===== config.mk =====
export PLATFORM = sky130hd
export DESIGN_NAME = multicycle_controller
export DESIGN_NICKNAME = d
export VERILOG_FILES = /design/src/rtl/multicycle_controller.sv
export SDC_FILE = /design/constraint.sdc
export NUM_CORES = 1
export LEC_CHECK = 0
export BUFFER_PORTS_ARGS = -buffer_cell sky130_fd_sc_hd__clkbuf_2
export CAP_MARGIN = 25
export CORE_MARGIN = 1
export CORE_UTILIZATION = 51
export CTS_BUF_LIST = sky130_fd_sc_hd__clkbuf_8
export DETAILED_ROUTE_END_ITERATION = 8
export GPL_ROUTABILITY_DRIVEN = 0
export PLACE_DENSITY = 0.86
export SLEW_MARGIN = 20
export SYNTH_ARGS = -nofsm -noshare
export SYNTH_HDL_FRONTEND = slang
export SYNTH_SLANG_ARGS = --single-unit

===== constraint.sdc =====
create_clock -name CLK -period 2.5 [get_ports CLK]
set_clock_uncertainty 0.1 [all_clocks]
set_input_delay 0.375 -clock CLK [delete_from_list [all_inputs] [get_ports CLK]]
set_output_delay 0.375 -clock CLK [all_outputs]
set_load 0.02 [all_outputs]

===== src/rtl/multicycle_controller.sv =====
// multicycle_controller
// Main control FSM for the RV32I multicycle datapath. Holds only the state
// register; every output is decoded combinationally from the current state
// and the instruction/status inputs.
//
// Ports:
//   CLK, RST_N              clock, synchronous active-low reset
//   OP, FUNCT3, FUNCT7B5    fields of the registered instruction
//   ZERO                    ALU zero flag (branch condition)
//   MEM_READY               memory completes the current access this cycle
//   PC_WRITE, IR_WRITE      PC / instruction+OldPC register enables
//   ADR_SRC                 memory address mux (0 PC, 1 ALUOut)
//   MEM_WRITE, REG_WRITE    memory / register-file write enables
//   RESULT_SRC              00 ALUOut, 01 Data, 10 ALUResult
//   ALU_SRC_A               00 PC, 01 OldPC, 10 rd1
//   ALU_SRC_B               00 rd2, 01 ImmExt, 10 constant 4
//   IMM_SRC                 00 I, 01 S, 10 B, 11 J
//   ALU_CONTROL             000 add, 001 sub, 010 and, 011 or, 101 slt
//   RETIRE                  pulse on the last cycle of each instruction
//   ILLEGAL                 pulse in DECODE for an unsupported opcode
module multicycle_controller (
    input  logic       CLK,
    input  logic       RST_N,
    input  logic [6:0] OP,
    input  logic [2:0] FUNCT3,
    input  logic       FUNCT7B5,
    input  logic       ZERO,
    input  logic       MEM_READY,
    output logic       PC_WRITE,
    output logic       ADR_SRC,
    output logic       MEM_WRITE,
    output logic       IR_WRITE,
    output logic       REG_WRITE,
    output logic [1:0] RESULT_SRC,
    output logic [1:0] ALU_SRC_A,
    output logic [1:0] ALU_SRC_B,
    output logic [1:0] IMM_SRC,
    output logic [2:0] ALU_CONTROL,
    output logic       RETIRE,
    output logic       ILLEGAL
);

    localparam logic [6:0] OP_LW   = 7'b0000011;
    localparam logic [6:0] OP_SW   = 7'b0100011;
    localparam logic [6:0] OP_R    = 7'b0110011;
    localparam logic [6:0] OP_I    = 7'b0010011;
    localparam logic [6:0] OP_BEQ  = 7'b1100011;
    localparam logic [6:0] OP_JAL  = 7'b1101111;

    typedef enum logic [3:0] {
        S_FETCH, S_DECODE, S_MEMADR, S_MEMREAD, S_MEMWRITE, S_MEMWB,
        S_EXECR, S_EXECI, S_ALUWB, S_BEQ, S_JAL
    } state_e;

    state_e     state_q, state_d;
    state_e     st;
    logic [1:0] alu_op;

    // While reset is held the outputs decode as FETCH, so the selects show
    // their FETCH values even before the state register has been loaded.
    assign st = RST_N ? state_q : S_FETCH;

    always_ff @(posedge CLK) begin
        if (!RST_N) state_q <= S_FETCH;
        else        state_q <= state_d;
    end

    // Next state and per-state control
    always_comb begin
        state_d    = state_q;
        PC_WRITE   = 1'b0;
        ADR_SRC    = 1'b0;
        MEM_WRITE  = 1'b0;
        IR_WRITE   = 1'b0;
        REG_WRITE  = 1'b0;
        RESULT_SRC = 2'b00;
        ALU_SRC_A  = 2'b00;
        ALU_SRC_B  = 2'b00;
        alu_op     = 2'b00;
        RETIRE     = 1'b0;
        ILLEGAL    = 1'b0;
        unique case (st)
            S_FETCH: begin
                ALU_SRC_B  = 2'b10;
                RESULT_SRC = 2'b10;
                IR_WRITE   = MEM_READY;
                PC_WRITE   = MEM_READY;
                if (MEM_READY) state_d = S_DECODE;
            end
            S_DECODE: begin
                // OldPC + imm precomputes the branch/jump target into ALUOut
                ALU_SRC_A = 2'b01;
                ALU_SRC_B = 2'b01;
                unique case (OP)
                    OP_LW, OP_SW: state_d = S_MEMADR;
                    OP_R:         state_d = S_EXECR;
                    OP_I:         state_d = S_EXECI;
                    OP_BEQ:       state_d = S_BEQ;
                    OP_JAL:       state_d = S_JAL;
                    default: begin
                        state_d = S_FETCH;
                        ILLEGAL = 1'b1;
                        RETIRE  = 1'b1;
                    end
                endcase
            end
            S_MEMADR: begin
                ALU_SRC_A = 2'b10;
                ALU_SRC_B = 2'b01;
                state_d   = (OP == OP_SW) ? S_MEMWRITE : S_MEMREAD;
            end
            S_MEMREAD: begin
                ADR_SRC = 1'b1;
                if (MEM_READY) state_d = S_MEMWB;
            end
            S_MEMWRITE: begin
                ADR_SRC   = 1'b1;
                MEM_WRITE = 1'b1;
                RETIRE    = MEM_READY;
                if (MEM_READY) state_d = S_FETCH;
            end
            S_MEMWB: begin
                RESULT_SRC = 2'b01;
                REG_WRITE  = 1'b1;
                RETIRE     = 1'b1;
                state_d    = S_FETCH;
            end
            S_EXECR: begin
                ALU_SRC_A = 2'b10;
                alu_op    = 2'b10;
                state_d   = S_ALUWB;
            end
            S_EXECI: begin
                ALU_SRC_A = 2'b10;
                ALU_SRC_B = 2'b01;
                alu_op    = 2'b10;
                state_d   = S_ALUWB;
            end
            S_ALUWB: begin
                REG_WRITE = 1'b1;
                RETIRE    = 1'b1;
                state_d   = S_FETCH;
            end
            S_BEQ: begin
                ALU_SRC_A = 2'b10;
                alu_op    = 2'b01;
                PC_WRITE  = ZERO;
                RETIRE    = 1'b1;
                state_d   = S_FETCH;
            end
            S_JAL: begin
                // Link value OldPC+4 goes through ALUOut; PC takes the target
                // computed in DECODE.
                ALU_SRC_A = 2'b01;
                ALU_SRC_B = 2'b10;
                PC_WRITE  = 1'b1;
                state_d   = S_ALUWB;
            end
            default: state_d = S_FETCH;
        endcase
        if (!RST_N) begin
            PC_WRITE  = 1'b0;
            IR_WRITE  = 1'b0;
            MEM_WRITE = 1'b0;
            REG_WRITE = 1'b0;
            RETIRE    = 1'b0;
            ILLEGAL   = 1'b0;
        end
    end

    // ALU decoder
    always_comb begin
        ALU_CONTROL = 3'b000;
        unique case (alu_op)
            2'b01: ALU_CONTROL = 3'b001;
            2'b10: begin
                unique case (FUNCT3)
                    3'b000:  ALU_CONTROL = (OP[5] & FUNCT7B5) ? 3'b001 : 3'b000;
                    3'b010:  ALU_CONTROL = 3'b101;
                    3'b110:  ALU_CONTROL = 3'b011;
                    3'b111:  ALU_CONTROL = 3'b010;
                    default: ALU_CONTROL = 3'b000;
                endcase
            end
            default: ALU_CONTROL = 3'b000;
        endcase
    end

    // Immediate format depends only on the opcode
    always_comb begin
        unique case (OP)
            OP_SW:   IMM_SRC = 2'b01;
            OP_BEQ:  IMM_SRC = 2'b10;
            OP_JAL:  IMM_SRC = 2'b11;
            default: IMM_SRC = 2'b00;
        endcase
    end

endmodule


==> results of run 1 <==
cell type report:
| class | count | area, um^2 | share of cell area |
|---|---|---|---|
| clock buffer | 3 | 41.3 | 0.0457 |
| sequential | 4 | 82.6 | 0.0914 |
| multi-input combinational | 85 | 553 | 0.612 |
| timing repair buffer | 34 | 175 | 0.194 |
| inverter | 9 | 33.8 | 0.0374 |
| tap | 14 | 17.5 | 0.0194 |
report_power, final:
part	internal, W	leakage [nW]	switching [W]
sequential	0.0000661	0.0336	0.00000159
clock	0.000103	0.0216	0.0000345
combinational	0.0000366	0.410	0.0000519
cell families after synthesis:
group,share of synthesized area
and+or+nand+nor,0.448
adders and majority gates,0.0360
buffers and inverters,0.0899
AOI/OAI and AO/OA,0.284
xor gates and xnor gates,0.0126
DFF,0.115
muxes,0.0144
worst min-delay path by stage:
| stage | from | end | slack [ns] |
|---|---|---|---|
| after floorplan | MEM_READY | state_q[2] | 0.41 |
| after global placement | OP[4] | state_q[2] | 0.56 |
| after detailed placement | OP[4] | state_q[2] | 0.57 |
| after CTS | OP[4] | state_q[2] | 0.35 |
| after global routing | MEM_READY | state_q[2] | 0.37 |
| final | OP[4] | state_q[2] | 0.34 |
repair_timing:
| action | 4_1_cts | 5_1_grt |
|---|---|---|
| setup endpoints to repair | 0 | 3 |
| gates resized for setup | 0 | 2 |
| hold endpoints to repair | 0 | 0 |
| buffers inserted | 0 | 0 |
cell usage after synthesis (all sizes together) (2+ instances only):
cell type	instances
nor2	10
inv	9
nand2	9
o21ai	7
a21o	5
buf	5
nor2b	5
dfxtp	4
nand3	4
nand3b	4
a21oi	3
a31oi	3
and2	3
and3	3
nand2b	3
a31o	2
ha	2
nor3	2
nor3b	2
nor4	2
or3	2
worst register-to-register path, cell delays in order, from the launching register on:
cell	delay (ns)
dfxtp_1	0.62
nand3b_1	0.27
nor4_2	0.07
a311oi_1	0.29
o21ai_1	0.08
per-stage QoR:
stage | cell area, um^2 | instances | util
CTS | 901 | 149 | 0.759
finish | 903 | 149 | 0.762
detailed placement | 860 | 146 | 0.725
global placement | 860 | 146 | 0.725
global route | 903 | 149 | 0.762
floorplan | 696 | 104 | -
cell usage in the layout, fill, tap and decap left out, types with 3 or more instances in the layout:
master,n
clkbuf_2,32
nor2_1,10
inv_1,9
nand2_1,9
o21ai_0,6
a21o_1,5
nor2b_1,5
nand3_1,4
nand3b_1,4
nand2b_1,3
a31oi_1,3
a21oi_1,3
and2_1,3
clkbuf_8,3
per-layer routing:
metal | global-route usage | up-vias
met2 | 0.517 | 44
met5 | 0 | -
met3 | 0.0694 | 2
met4 | 0.0603 | 0
li1 | - | 439
met1 | 0.329 | 380
==> results.md, run 1 <==
* Slowest-stage cell, CP: dfxtp_1
* Pre-CTS setup slack at 0.312 ns
* Crit path launch: state_q[3]
* CTS root buf: clkbuf_8
* First-pass GRT wire length at around 3000 um
* Distinct cells, synth at just over 40
* # Max-Cap Violations at 0
* Gr usage total at 0.284
* Critical Path RT at approximately 2.0 ns
* FF+latch count, synth at 4
* Sequential fraction of the synthesis area at 0.115
* Grt total ovfl at 0
* Met1 Wirelength at between 700 and 800 um
* Worst setup margin at about 0.17 ns
* Final setup viols at 0
* Biggest registers after layout: state_q: 4 flops
* Yosys warnings at 0
* CTS Buf Count at 3
* Metal2 WL at 936 um
* DRC viols at 0
* Antenna viol nets, final at 0
* Power Dens Cells at between 300 and 400 nW/um^2
* Register with the most flip-flops: state_q
* Layout area overhead at 29.9%
* Initial core utilization at 0.586
* Core area at 1190 um^2
* Clock Latency Late Sink at 0.22 ns
* Worst r2r src: state_q[3]
* Largest net degree at the start of global routing at 18
* Antenna diode count at 0
* Synth top area cells: dfxtp_1 (12%), a21o_1 (5.4%), nor2_1 (5.4%)
* Flop2flop setup slack at 0.94 ns
* Asr flop ratio synth at 0
* Final min period at 2.33 ns
* Fillers at 95
* Initial DRC count at 17
* Max reg flops at 4
* Area leader, netlist: dfxtp_1
* CP arrival at between 1.5 and 2 ns
* Instance count on the critical path at 5
* Syn Inst Count at 104
* Post-synth EDFFs at 0
* Crit start category: flip-flop
* Layout cells sized above 1 at 0.356
* Nets at 154
* Post-Syn Nets at 121
* Chip height at just under 40 um
* Leakage Power at 0.465 nW
* Via density at about 5.8
* Max Root-Sink Buffers at 2
* Hold path cells at 3
* Synth Area per Inst at 6.69 um^2
* Max VDD drop at 0.213 mV
* H-tree depth at 1
* Via count at 865
* Outcome: finished, final reports clean
* Metal3 WL at 136 um
* Synth top area share at 0.115
* Reg2reg path depth at 4
* Power after layout at 0.000293 W
* TritonCTS clock tree: yes
* Final setup TNS at 0 ns
* Max transition margin at 0.666
* Top Layer Used: met4
* CTS Sinks at 4
* Synth Flop Type: dfxtp_1
* RSZ-0062 raised after global routing: no
* DRT Wirelength at 1880 um
* Top delay family on crit path: simple AND/OR/NAND/NOR gates
* Final Slew Violations at 0
* Detailed placement HPWL at approximately 1400 um
* DIE AREA at 1520 um^2
* Die width at 38.9 um
* Hold Crit Class: in -> reg
* End of the critical path: ALU_CONTROL[2]
* Boundary Pins at 33
* Vias in the first global route at approximately 740
* Final period util at 0.933
* Hold_ws at 0.344 ns
* First-pass DRT Iterations at 4
* CP peak stage delay at 0.45 ns
* CTS clk-pin slew, worst paths at 0.03 ns
* Antenna violations before repair at 0
* Hold buffer count at CTS at 0
* CP cell instances: nor2_1, nand3_1, ha_1, nor4_1, clkbuf_2
* Buf/Inv on CP at 1
* Buffers on Ports at 32
* CP max FO at 17
* Drt wl/cell at around 13 um
* WS Path Type: reg -> out
* Hold Violations, Final at 0
* Cell area after synthesis at 696 um^2
* Max frequency at 429 MHz
* Row count at 12
* Reg2Reg Capture Point: state_q[0]
* Nature of the critical path endpoint: primary output
* Slew @ Worst Pin at approximately 0.5 ns
(Power assumes the default switching activity.)
==> run 2, diff against run 1 <==
--- a/config.mk
+++ b/config.mk
@@ -8,11 +8,11 @@
 export BUFFER_PORTS_ARGS = -buffer_cell sky130_fd_sc_hd__clkbuf_2
 export CAP_MARGIN = 25
 export CORE_MARGIN = 1
-export CORE_UTILIZATION = 51
+export CORE_UTILIZATION = 45
 export CTS_BUF_LIST = sky130_fd_sc_hd__clkbuf_8
 export DETAILED_ROUTE_END_ITERATION = 8
 export GPL_ROUTABILITY_DRIVEN = 0
-export PLACE_DENSITY = 0.86
+export PLACE_DENSITY = 0.77
 export SLEW_MARGIN = 20
 export SYNTH_ARGS = -nofsm -noshare
 export SYNTH_HDL_FRONTEND = slang
==> results.md, run 2 (synthesized netlist as in run 1, its figures left out) <==
* Setup bufs post-CTS at 0 (unchanged)
* Antenna violations before repair at 0 (unchanged)
* Antenna viol nets, final at 0 (unchanged)
* CP arrival at 1.77 ns (was 1.86 ns)
* Core area at 1370 um^2 (was 1190 um^2)
* First-pass DRT Iterations at 4 (unchanged)
* Crit start category: flip-flop (unchanged)
* Max reg flops at 4 (unchanged)
* Grt total ovfl at 0 (unchanged)
* DRC viols at 0 (unchanged)
* Met3 Resource Use GR at 0.0372 (was 0.0694)
* Critical Path RT at 2.03 ns (about the same)
* Initial core utilization at 0.509 (was 0.586)
* Via count at 862 (was 865)
* Final Slew Violations at 0 (unchanged)
* Slew @ Worst Pin at 0.302 ns (was 0.501 ns)
* TritonCTS clock tree: yes (unchanged)
* Most used routing layer: met2 (unchanged)
* Buffers on Ports at 32 (unchanged)
* Max Root-Sink Buffers at 2 (unchanged)
* Largest net degree at the start of global routing at 18 (unchanged)
* Max transition margin at 0.796 (was 0.666)
* Gr usage total at 0.267 (was 0.284)
* Power after layout at 0.000299 W (was 0.000293 W)
* Max VDD drop at 0.230 mV (was 0.213 mV)
* WS Path Type: reg -> out (unchanged)
* First-pass GRT wire length at 3130 um (was 2980 um)
* Detailed placement HPWL at 1520 um (was 1390 um)
* # Max-Cap Violations at 0 (unchanged)
* Register with the most flip-flops: state_q (unchanged)
* Antenna diode count at 0 (unchanged)
* H-tree depth at 1 (unchanged)
* Vias in the first global route at 757 (was 742)
* Nature of the critical path endpoint: primary output (unchanged)
* Final setup TNS at 0 ns (unchanged)
* Outcome: finished, final reports clean (unchanged)
* CTS root buf: clkbuf_8 (unchanged)
* Initial DRC count at 29 (was 17)
* DRT Wirelength at 2000 um (was 1880 um)
* Layout cells sized above 1 at 0.360 (was 0.356)
* Hold Crit Class: in -> reg (unchanged)
* CP max FO at 8 (was 17)
* Drt wl/cell at 13.2 um (was 12.6 um)
* Post-cts gate resize count at 0 (unchanged)
* Chip height at 41.3 um (was 38.9 um)
* Met1 Use GR at 0.316 (was 0.329)
* Via density at 5.71 (was 5.81)
* CTS Sinks at 4 (unchanged)
* GR Util met2 at 0.512 (was 0.517)
* CTS Buf Count at 3 (unchanged)
* Nets at 155 (was 154)
* Final period util at 0.898 (was 0.933)
* Final min period at 2.25 ns (was 2.33 ns)
* Most common cell after layout, fill and taps aside: clkbuf_2 (unchanged)
* Clock Latency Late Sink at 0.22 ns (about the same)
* Power Dens Cells at 328 nW/um^2 (was 325 nW/um^2)
* Layout area overhead at 31.1% (was 29.9%)
* Biggest registers after layout: state_q: 4 flops (unchanged)
* Hold buffer count at CTS at 0 (unchanged)
* Most frequent cells in the layout: clkbuf_2 (32), nor2_1 (10), inv_1 (9), nand2_1 (9), o21ai_0 (6) (unchanged)
* Row count at 13 (was 12)
* RSZ-0062 raised after global routing: no (unchanged)
* Boundary Pins at 33 (unchanged)
* CTS clk-pin slew, worst paths at 0.04 ns (was 0.03 ns)
* Hold Violations, Final at 0 (unchanged)
* Leakage Power at 0.471 nW (was 0.465 nW)
* DIE AREA at 1710 um^2 (was 1520 um^2)
* Max frequency at 445 MHz (was 429 MHz)
* Die width at 41.3 um (was 38.9 um)
* Final setup viols at 0 (unchanged)
==> run 2: per-stage QoR <==
stage | cell area (um^2) | std cells | setup slack [ns] | util | hold WS [ns]
6_report | 912 | 151 | 0.254 | 0.668 | 0.379
3_3_place_gp | 868 | 148 | 0.385 | 0.636 | 0.575
5_1_grt | 912 | 151 | 0.0683 | 0.668 | 0.394
4_1_cts | 910 | 151 | 0.150 | 0.666 | 0.380
3_5_place_dp | 868 | 148 | 0.326 | 0.636 | 0.588
2_1_floorplan | 696 | 104 | 0.196 | - | 0.413
==> run 2: cell type report <==
class                           count  area [um^2]
Sequential cell                     4         82.6
Fill cell                         131          454
Timing Repair Buffer               35          183
Tap cell                           15         18.8
Clock buffer                        3         41.3
Inverter                            9         33.8
Multi-Input combinational cell     85          553
==> run 2: worst paths after layout <==
check | startpoint | to | slack, ns | cells past startpoint
worst max register to register | state_q[2] | state_q[2] | 1.04 | 5
worst min-delay path | MEM_READY | state_q[2] | 0.38 | 2
worst min register to register | state_q[1] | state_q[1] | 0.58 | 3
worst max-delay path | state_q[1] | ALU_CONTROL[2] | 0.25 | 6
==> run 2: worst max-delay path, stage by stage (launching register included) <==
cell,delay (ns)
dfxtp_2,0.41
inv_1,0.09
nor2_1,0.17
nand3_1,0.13
ha_1,0.33
nor4_1,0.21
clkbuf_2,0.21
==> run 2: layer usage <==
metal | up-vias | wire length, um
met5 | - | 0
li1 | 440 | -
met3 | 0 | 106
met2 | 31 | 986
met1 | 391 | 905
met4 | 0 | 0
==> run 2: power breakdown <==
| part | internal [W] | switching [W] |
|---|---|---|
| registers | 0.0000660 | 0.00000140 |
| clock network | 0.000103 | 0.0000389 |
| logic | 0.0000367 | 0.0000532 |
| total | 0.000206 | 0.0000935 |
